`src/rtl/spm_burst_bridge.sv`:
```
`default_nettype none
// ============================================================================
// Module      : spm_burst_bridge
// Description : Terminates a fixed-length OCP burst port and sequences each
//               beat into single-word accesses on a byte-enabled scratchpad.
//               Read data and write completion are returned as registered
//               OCP responses.
// Revision    : 1.0 - initial release
// ============================================================================
module spm_burst_bridge #(
  parameter int BURST_LEN  = 4,
  parameter int SPM_ADDR_W = 8
) (
  input  logic                  clk,
  input  logic                  reset,
  // OCP burst slave port
  input  logic [2:0]            io_M_Cmd,
  input  logic [31:0]           io_M_Addr,
  input  logic [31:0]           io_M_Data,
  input  logic [3:0]            io_M_DataByteEn,
  input  logic                  io_M_DataValid,
  output logic                  io_S_CmdAccept,
  output logic                  io_S_DataAccept,
  output logic [1:0]            io_S_Resp,
  output logic [31:0]           io_S_Data,
  // Scratchpad master port
  output logic [31:0]           io_spm_M_Data,
  output logic [SPM_ADDR_W-1:0] io_spm_M_Addr,
  output logic [3:0]            io_spm_M_ByteEn,
  output logic                  io_spm_M_We,
  input  logic [31:0]           io_spm_S_Data
);

  localparam int CNT_W = $clog2(BURST_LEN);

  localparam logic [2:0] CMD_IDLE = 3'b000;
  localparam logic [2:0] CMD_WR   = 3'b001;
  localparam logic [2:0] CMD_RD   = 3'b010;

  localparam logic [1:0] RESP_NULL = 2'b00;
  localparam logic [1:0] RESP_DVA  = 2'b01;
  localparam logic [1:0] RESP_ERR  = 2'b11;

  localparam logic [CNT_W-1:0] CNT_LAST = CNT_W'(BURST_LEN - 1);
  localparam logic [CNT_W-1:0] CNT_ONE  = CNT_W'(1);

  typedef enum logic [1:0] {
    S_IDLE     = 2'd0,
    S_RD_BURST = 2'd1,
    S_WR_DATA  = 2'd2,
    S_WR_RESP  = 2'd3
  } state_t;

  state_t                  state_q;
  logic [CNT_W-1:0]        cnt_q;
  logic [SPM_ADDR_W-1:0]   base_q;
  logic [1:0]              resp_q;
  logic [31:0]             rdata_q;

  // Burst-aligned word address of the incoming command; the byte offset and
  // the in-burst word bits are dropped, upper address bits alias.
  logic [SPM_ADDR_W-1:0]   cmd_base;
  logic [SPM_ADDR_W-1:0]   burst_addr;
  logic                    unused_addr_bits;

  assign cmd_base   = {io_M_Addr[SPM_ADDR_W+1:CNT_W+2], {CNT_W{1'b0}}};
  assign burst_addr = base_q + SPM_ADDR_W'(cnt_q);
  assign unused_addr_bits = ^{io_M_Addr[31:SPM_ADDR_W+2], io_M_Addr[CNT_W+1:0]};

  // Combinational handshake and scratchpad drive; writes are suppressed while
  // reset is held so an abandoned burst cannot touch memory.
  always_comb begin
    io_S_CmdAccept  = 1'b0;
    io_S_DataAccept = 1'b0;
    io_spm_M_We     = 1'b0;
    io_spm_M_ByteEn = 4'b0000;
    io_spm_M_Addr   = burst_addr;
    io_spm_M_Data   = io_M_Data;
    case (state_q)
      S_IDLE: begin
        io_S_CmdAccept = 1'b1;
        if (io_M_Cmd == CMD_WR) begin
          io_spm_M_Addr = cmd_base;
          if (io_M_DataValid) begin
            io_S_DataAccept = 1'b1;
            io_spm_M_We     = 1'b1;
            io_spm_M_ByteEn = io_M_DataByteEn;
          end
        end
      end
      S_WR_DATA: begin
        io_S_DataAccept = 1'b1;
        if (io_M_DataValid) begin
          io_spm_M_We     = 1'b1;
          io_spm_M_ByteEn = io_M_DataByteEn;
        end
      end
      default: ;
    endcase
    if (!reset) begin
      io_S_DataAccept = 1'b0;
      io_spm_M_We     = 1'b0;
      io_spm_M_ByteEn = 4'b0000;
    end
  end

  // Burst sequencer with registered OCP response and read data.
  always_ff @(posedge clk) begin
    if (!reset) begin
      state_q <= S_IDLE;
      cnt_q   <= '0;
      base_q  <= '0;
      resp_q  <= RESP_NULL;
      rdata_q <= '0;
    end else begin
      resp_q  <= RESP_NULL;
      rdata_q <= '0;
      case (state_q)
        S_IDLE: begin
          case (io_M_Cmd)
            CMD_IDLE: ;
            CMD_RD: begin
              base_q  <= cmd_base;
              cnt_q   <= '0;
              state_q <= S_RD_BURST;
            end
            CMD_WR: begin
              base_q  <= cmd_base;
              cnt_q   <= io_M_DataValid ? CNT_ONE : '0;
              state_q <= S_WR_DATA;
            end
            default: resp_q <= RESP_ERR;
          endcase
        end
        S_RD_BURST: begin
          resp_q  <= RESP_DVA;
          rdata_q <= io_spm_S_Data;
          if (cnt_q == CNT_LAST) begin
            cnt_q   <= '0;
            state_q <= S_IDLE;
          end else begin
            cnt_q <= cnt_q + CNT_ONE;
          end
        end
        S_WR_DATA: begin
          if (io_M_DataValid) begin
            if (cnt_q == CNT_LAST) begin
              cnt_q   <= '0;
              resp_q  <= RESP_DVA;
              state_q <= S_WR_RESP;
            end else begin
              cnt_q <= cnt_q + CNT_ONE;
            end
          end
        end
        S_WR_RESP: begin
          state_q <= S_IDLE;
        end
        default: state_q <= S_IDLE;
      endcase
    end
  end

  assign io_S_Resp = resp_q;
  assign io_S_Data = rdata_q;

endmodule
`default_nettype wire

```
`config.mk`:
```
export PLATFORM = sky130hd
export DESIGN_NAME = spm_burst_bridge
export DESIGN_NICKNAME = d
export VERILOG_FILES = /design/src/rtl/spm_burst_bridge.sv
export SDC_FILE = /design/constraint.sdc
export NUM_CORES = 1
export LEC_CHECK = 0
export ABC_AREA = 1
export CORE_MARGIN = 5
export CORE_UTILIZATION = 31
export CTS_BUF_LIST = sky130_fd_sc_hd__clkbuf_4
export DETAILED_ROUTE_END_ITERATION = 6
export PLACE_DENSITY = 0.79
export SLEW_MARGIN = 0
export SYNTH_ARGS = -nofsm -noshare
export SYNTH_HDL_FRONTEND = slang
export SYNTH_SLANG_ARGS = --single-unit
```
`constraint.sdc`:
```
create_clock -name clk -period 1.9 [get_ports clk]
set_clock_uncertainty 0.05 [all_clocks]
set_input_delay 0.57 -clock clk [delete_from_list [all_inputs] [get_ports clk]]
set_output_delay 0.57 -clock clk [all_outputs]
set_load 0.01 [all_outputs]
```
==> qor_table.md <==
| Group | Parameter | Value |
|---|---|---|
| global routing | Initial antenna violation count | 0 |
| clock network | Clock latency at the later pin of the worst-skew pair | 0.35 ns |
| global routing | Overall overflow remaining after global route | 0 |
| setup path | Reg2Reg Depth | 13 |
| clock network | Clock sink total | 44 |
| placement | Half-perimeter wire length of the detailed placement result | 3.871 mm |
| clock network | Clock-pin slew on the worst setup and hold paths | 0.14 ns |
| timing | Final clock period utilization by the worst path | 110.1% |
| route | First-pass iteration count of the detailed router | 4 |
| setup path | Arrival time of data at the critical path endpoint | 1.47 ns |
| route | ANT nets after route | 0 |
| global routing | Fraction of met2 tracks used by global routing | 22.80% |
| route | Drc violations | 0 |
| global routing | Global routing met1 resource utilization | 12.81% |
| pwr | Leak Pwr | 0.001932 uW |
| layout | Antenna diode count | 0 |
| timing | Max-slew headroom | 76.34% |
| clock network | Library cell used as clock root buffer | sky130_fd_sc_hd__clkbuf_4 |
| timing | Transition at the pin with the smallest max-transition slack | 0.3512 ns |
| layout | Layout cell share with drive strength beyond 1 | 29.34% |
| outcome | Run status | finished with violations |
| die | Core Rows | 29 |
| die | Starting density of the core | 31.53% |
| clock network | CTS tree | yes |
| pwr | Worst voltage drop across the vdd grid | 0.0005165 V |
| route | Average routed wire per standard cell | 12.37 um |
| setup path | Delay of the slowest cell on the worst path | 0.23 ns |
| die | Core footprint | 6277 sq um |
| die | Chip Height | 89.91 um |
| global routing | Via count of the first global-routing pass | 1,821 |
| worst hold path | Worst hold start | base_q[3] |
| global routing | Met3 routing resource usage after global routing | 4.424% |
| die | Number of placed I/O pins | 187 |
| layout | Most frequent standard cell in the layout excluding fill and tap cells | sky130_fd_sc_hd__clkdlybuf4s50_1 |
| route | Vias per std cell | 4.145 |
| timing | Final count of pins violating max slew | 0 |
| setup path | Worst reg-to-reg setup slack | 0.06 ns |
| timing | RSZ-0062 raised after global routing | yes |
| logic synthesis | Avg Synthesized Cell Area | 7.824 sq um |
| die | Area of the die | 8083 sq um |
| timing | Hold Violations, Final | 0 |
| pwr | Power per cell area | 898.2 nW/um^2 |
| timing | Total negative slack | -2.372 ns |
| setup path | Required time of the critical path | 1.28 ns |
| clock network | Max Buffers Root-to-Sink | 2 |
| setup path | Crit path capture type | output port |
| layout | Commonest cells after routing, fill and taps aside | sky130_fd_sc_hd__clkdlybuf4s50_1, sky130_fd_sc_hd__inv_1, sky130_fd_sc_hd__dfxtp_1 |
| global routing | Global-route wire length before repair | 8.500 mm |
| placement | Final weighted congestion in routability-driven placement | 0.7950 |
| logic synthesis | Number of register bits inferred by synthesis | 44 |
| logic synthesis | Number of enable-type register cells in the synthesized netlist | 0 |
| worst hold path | Endpoint of the worst hold path | base_q[3] |
| timing | Crit path setup slack, layout | -0.1926 ns |
| worst hold path | Count of cells along the worst hold path | 2 |
| clock network | Total clock buffers created by CTS | 5 |
| logic synthesis | Post-synthesis cell area | 1979 sq um |
| logic synthesis | Synth warnings | 0 |
| layout | Layout Area Growth over Synthesis | 63.97% |
| logic synthesis | Fraction of registers with async set/reset | 0% |
| global routing | Largest net degree at the start of global routing | 33 |
| setup path | Critical-path cell with the highest stage delay | sky130_fd_sc_hd__nor3_4 |
| die | Die X | 89.91 um |
| setup path | CP Cell Sequence | buf_6, inv_4, nor3_4, nand2_4, nand2_2, nand3_4, nor2_2, buf_2 |
| clock network | # H-tree levels | 2 |
| logic synthesis | Net count after synthesis | 365 |
| layout | Final standard cell utilization of the core | 51.70% |
| timing | Final count of negative-setup-slack endpoints | 15 |
| route | Wire length after detailed routing | 5.294 mm |
| setup path | R2r startpoint | state_q[0] |
| setup path | Endpoint of the worst-slack reg-to-reg timing path | state_q[1] |
| placement | Cell total after placement | 402 |
| flow run | Max-Cap Viols | 0 |
| logic synthesis | Dominant register cell in the synthesized netlist | sky130_fd_sc_hd__dfxtp_1 |
| setup path | Top fanout value on the critical path | 6 |
| route | Overall via count from detail_route | 1,774 |
| setup path | Crit Path Class | primary input to output port |
| logic synthesis | Sequential fraction of the synthesis area | 44.50% |
| logic synthesis | Count of different cell masters after synthesis | 23 |
| worst hold path | Classification of the worst-slack hold path | flip-flop to flip-flop |
| layout | Total number of nets in the final design | 462 |
| route | Initial DRC Count | 95 |
| pwr | Total power | 2915 uW |
| layout | Layout Cells excl Fill | 428 |
| global routing | Global routing's busiest layer | met2 |
| global routing | GRT Total Usage | 12.81% |
| setup path | Startpoint types | primary input |
| timing | Upper clock frequency limit | 477.9 MHz |
| logic synthesis | Cells after Synth | 253 |
| outcome | Failing checks | setup timing |
| timing | Min Tclk post-route | 2.093 ns |
| placement | Number of input and output port buffers inserted | 96 |
| timing | Final hold slack | 0.4320 ns |
-- where the power goes --
group	internal (uW)	leakage (uW)	switching, uW	total [uW]
logic	685	0.00155	639	1320
registers	1070	0.000359	43.7	1110
clock network	146	0.0000274	330	476
total	1900	0.00193	1010	2920
-- per-layer routing --
metal	part of all wire [%]	vias to the layer above	wire length, um
met1	37	781	1964
li1	-	900	-
met4	3.5	0	187
met5	0	-	0
met2	51	69	2722
met3	7.9	24	419
-- registers in the layout, summed over array words and instances (netlist names) --
signal     cells
io_S_Data     32
base_q         6
cnt_q          2
io_S_Resp      2
state_q        2
-- critical path: cells and delay by family --
| kind | cells | cell delay (ns) |
|---|---|---|
| buf+inv | 3 | 0.25 |
| simple gates | 5 | 0.65 |
-- Yosys cell counts, types with 3 or more instances --
master / instances / area (sq um)
sky130_fd_sc_hd__clkbuf_1: 3 / 11.26
sky130_fd_sc_hd__dfxtp_1: 44 / 880.8
sky130_fd_sc_hd__a21oi_1: 5 / 25.02
sky130_fd_sc_hd__nand3_2: 4 / 40.04
sky130_fd_sc_hd__nand2_1: 25 / 93.84
sky130_fd_sc_hd__o21ai_1: 5 / 25.02
sky130_fd_sc_hd__buf_4: 33 / 247.7
sky130_fd_sc_hd__o21ai_2: 6 / 52.55
sky130_fd_sc_hd__ha_1: 6 / 75.07
sky130_fd_sc_hd__o21ai_0: 4 / 20.02
sky130_fd_sc_hd__nor2_1: 46 / 172.7
sky130_fd_sc_hd__nand2_2: 5 / 31.28
sky130_fd_sc_hd__inv_1: 55 / 206.5
-- cell families (layout without fill, tap and decap cells) --
kind of cell	after synthesis	after routing	share of synthesized area (%)
buffers and inverters	95	193	25.09
AND/OR/NAND/NOR	86	86	19.66
flip-flops	44	44	44.50
AO/OA/AOI/OAI	22	22	6.953
adder cells (fa/ha/maj)	6	6	3.793
-- final cells by class --
cell class              instances  area [sq um]
repair buffers                128          1247
clock inverters                 3         23.77
flip-flops and latches         44         883.3
clock buffers                   5         37.54
inverters                      57         229.0
fillers                       595          3032
multi-input cells             114         728.2
well taps                      77         96.34
-- metrics by stage --
step / setup slack (ns) / instance area, sq um
after detailed placement: -1.052 / 2885
final: -0.1926 / 3246
after floorplan: 0.04129 / 1979
after CTS: -0.2074 / 3144
after global placement: -1.004 / 2885
after global routing: -0.2804 / 3246
-- timing repair --
item / 4_1_cts / 5_1_grt
resized for setup: 106 / 39
setup endpoints to repair: 17 / 46
hold endpoints to repair: 0 / 0
hold buffers: 0 / 0
buffers inserted: 21 / 1
pin swaps: 7 / 6
-- worst max path at each step --
stage	startpoint	endpoint	slack (ns)	depth (start not counted)
6_report	io_M_Cmd[0]	io_spm_M_ByteEn[3]	-0.19	8
5_1_grt	state_q[0]	io_spm_M_ByteEn[3]	-0.28	8
4_1_cts	io_M_Cmd[0]	io_spm_M_ByteEn[0]	-0.21	8
3_5_place_dp	io_M_Cmd[1]	io_spm_M_Addr[6]	-1.05	7
3_3_place_gp	io_M_Cmd[1]	io_spm_M_Addr[5]	-1.00	7
2_1_floorplan	state_q[0]	io_spm_M_Addr[4]	0.04	6
Note: power is estimated with default switching activity, not from simulation.
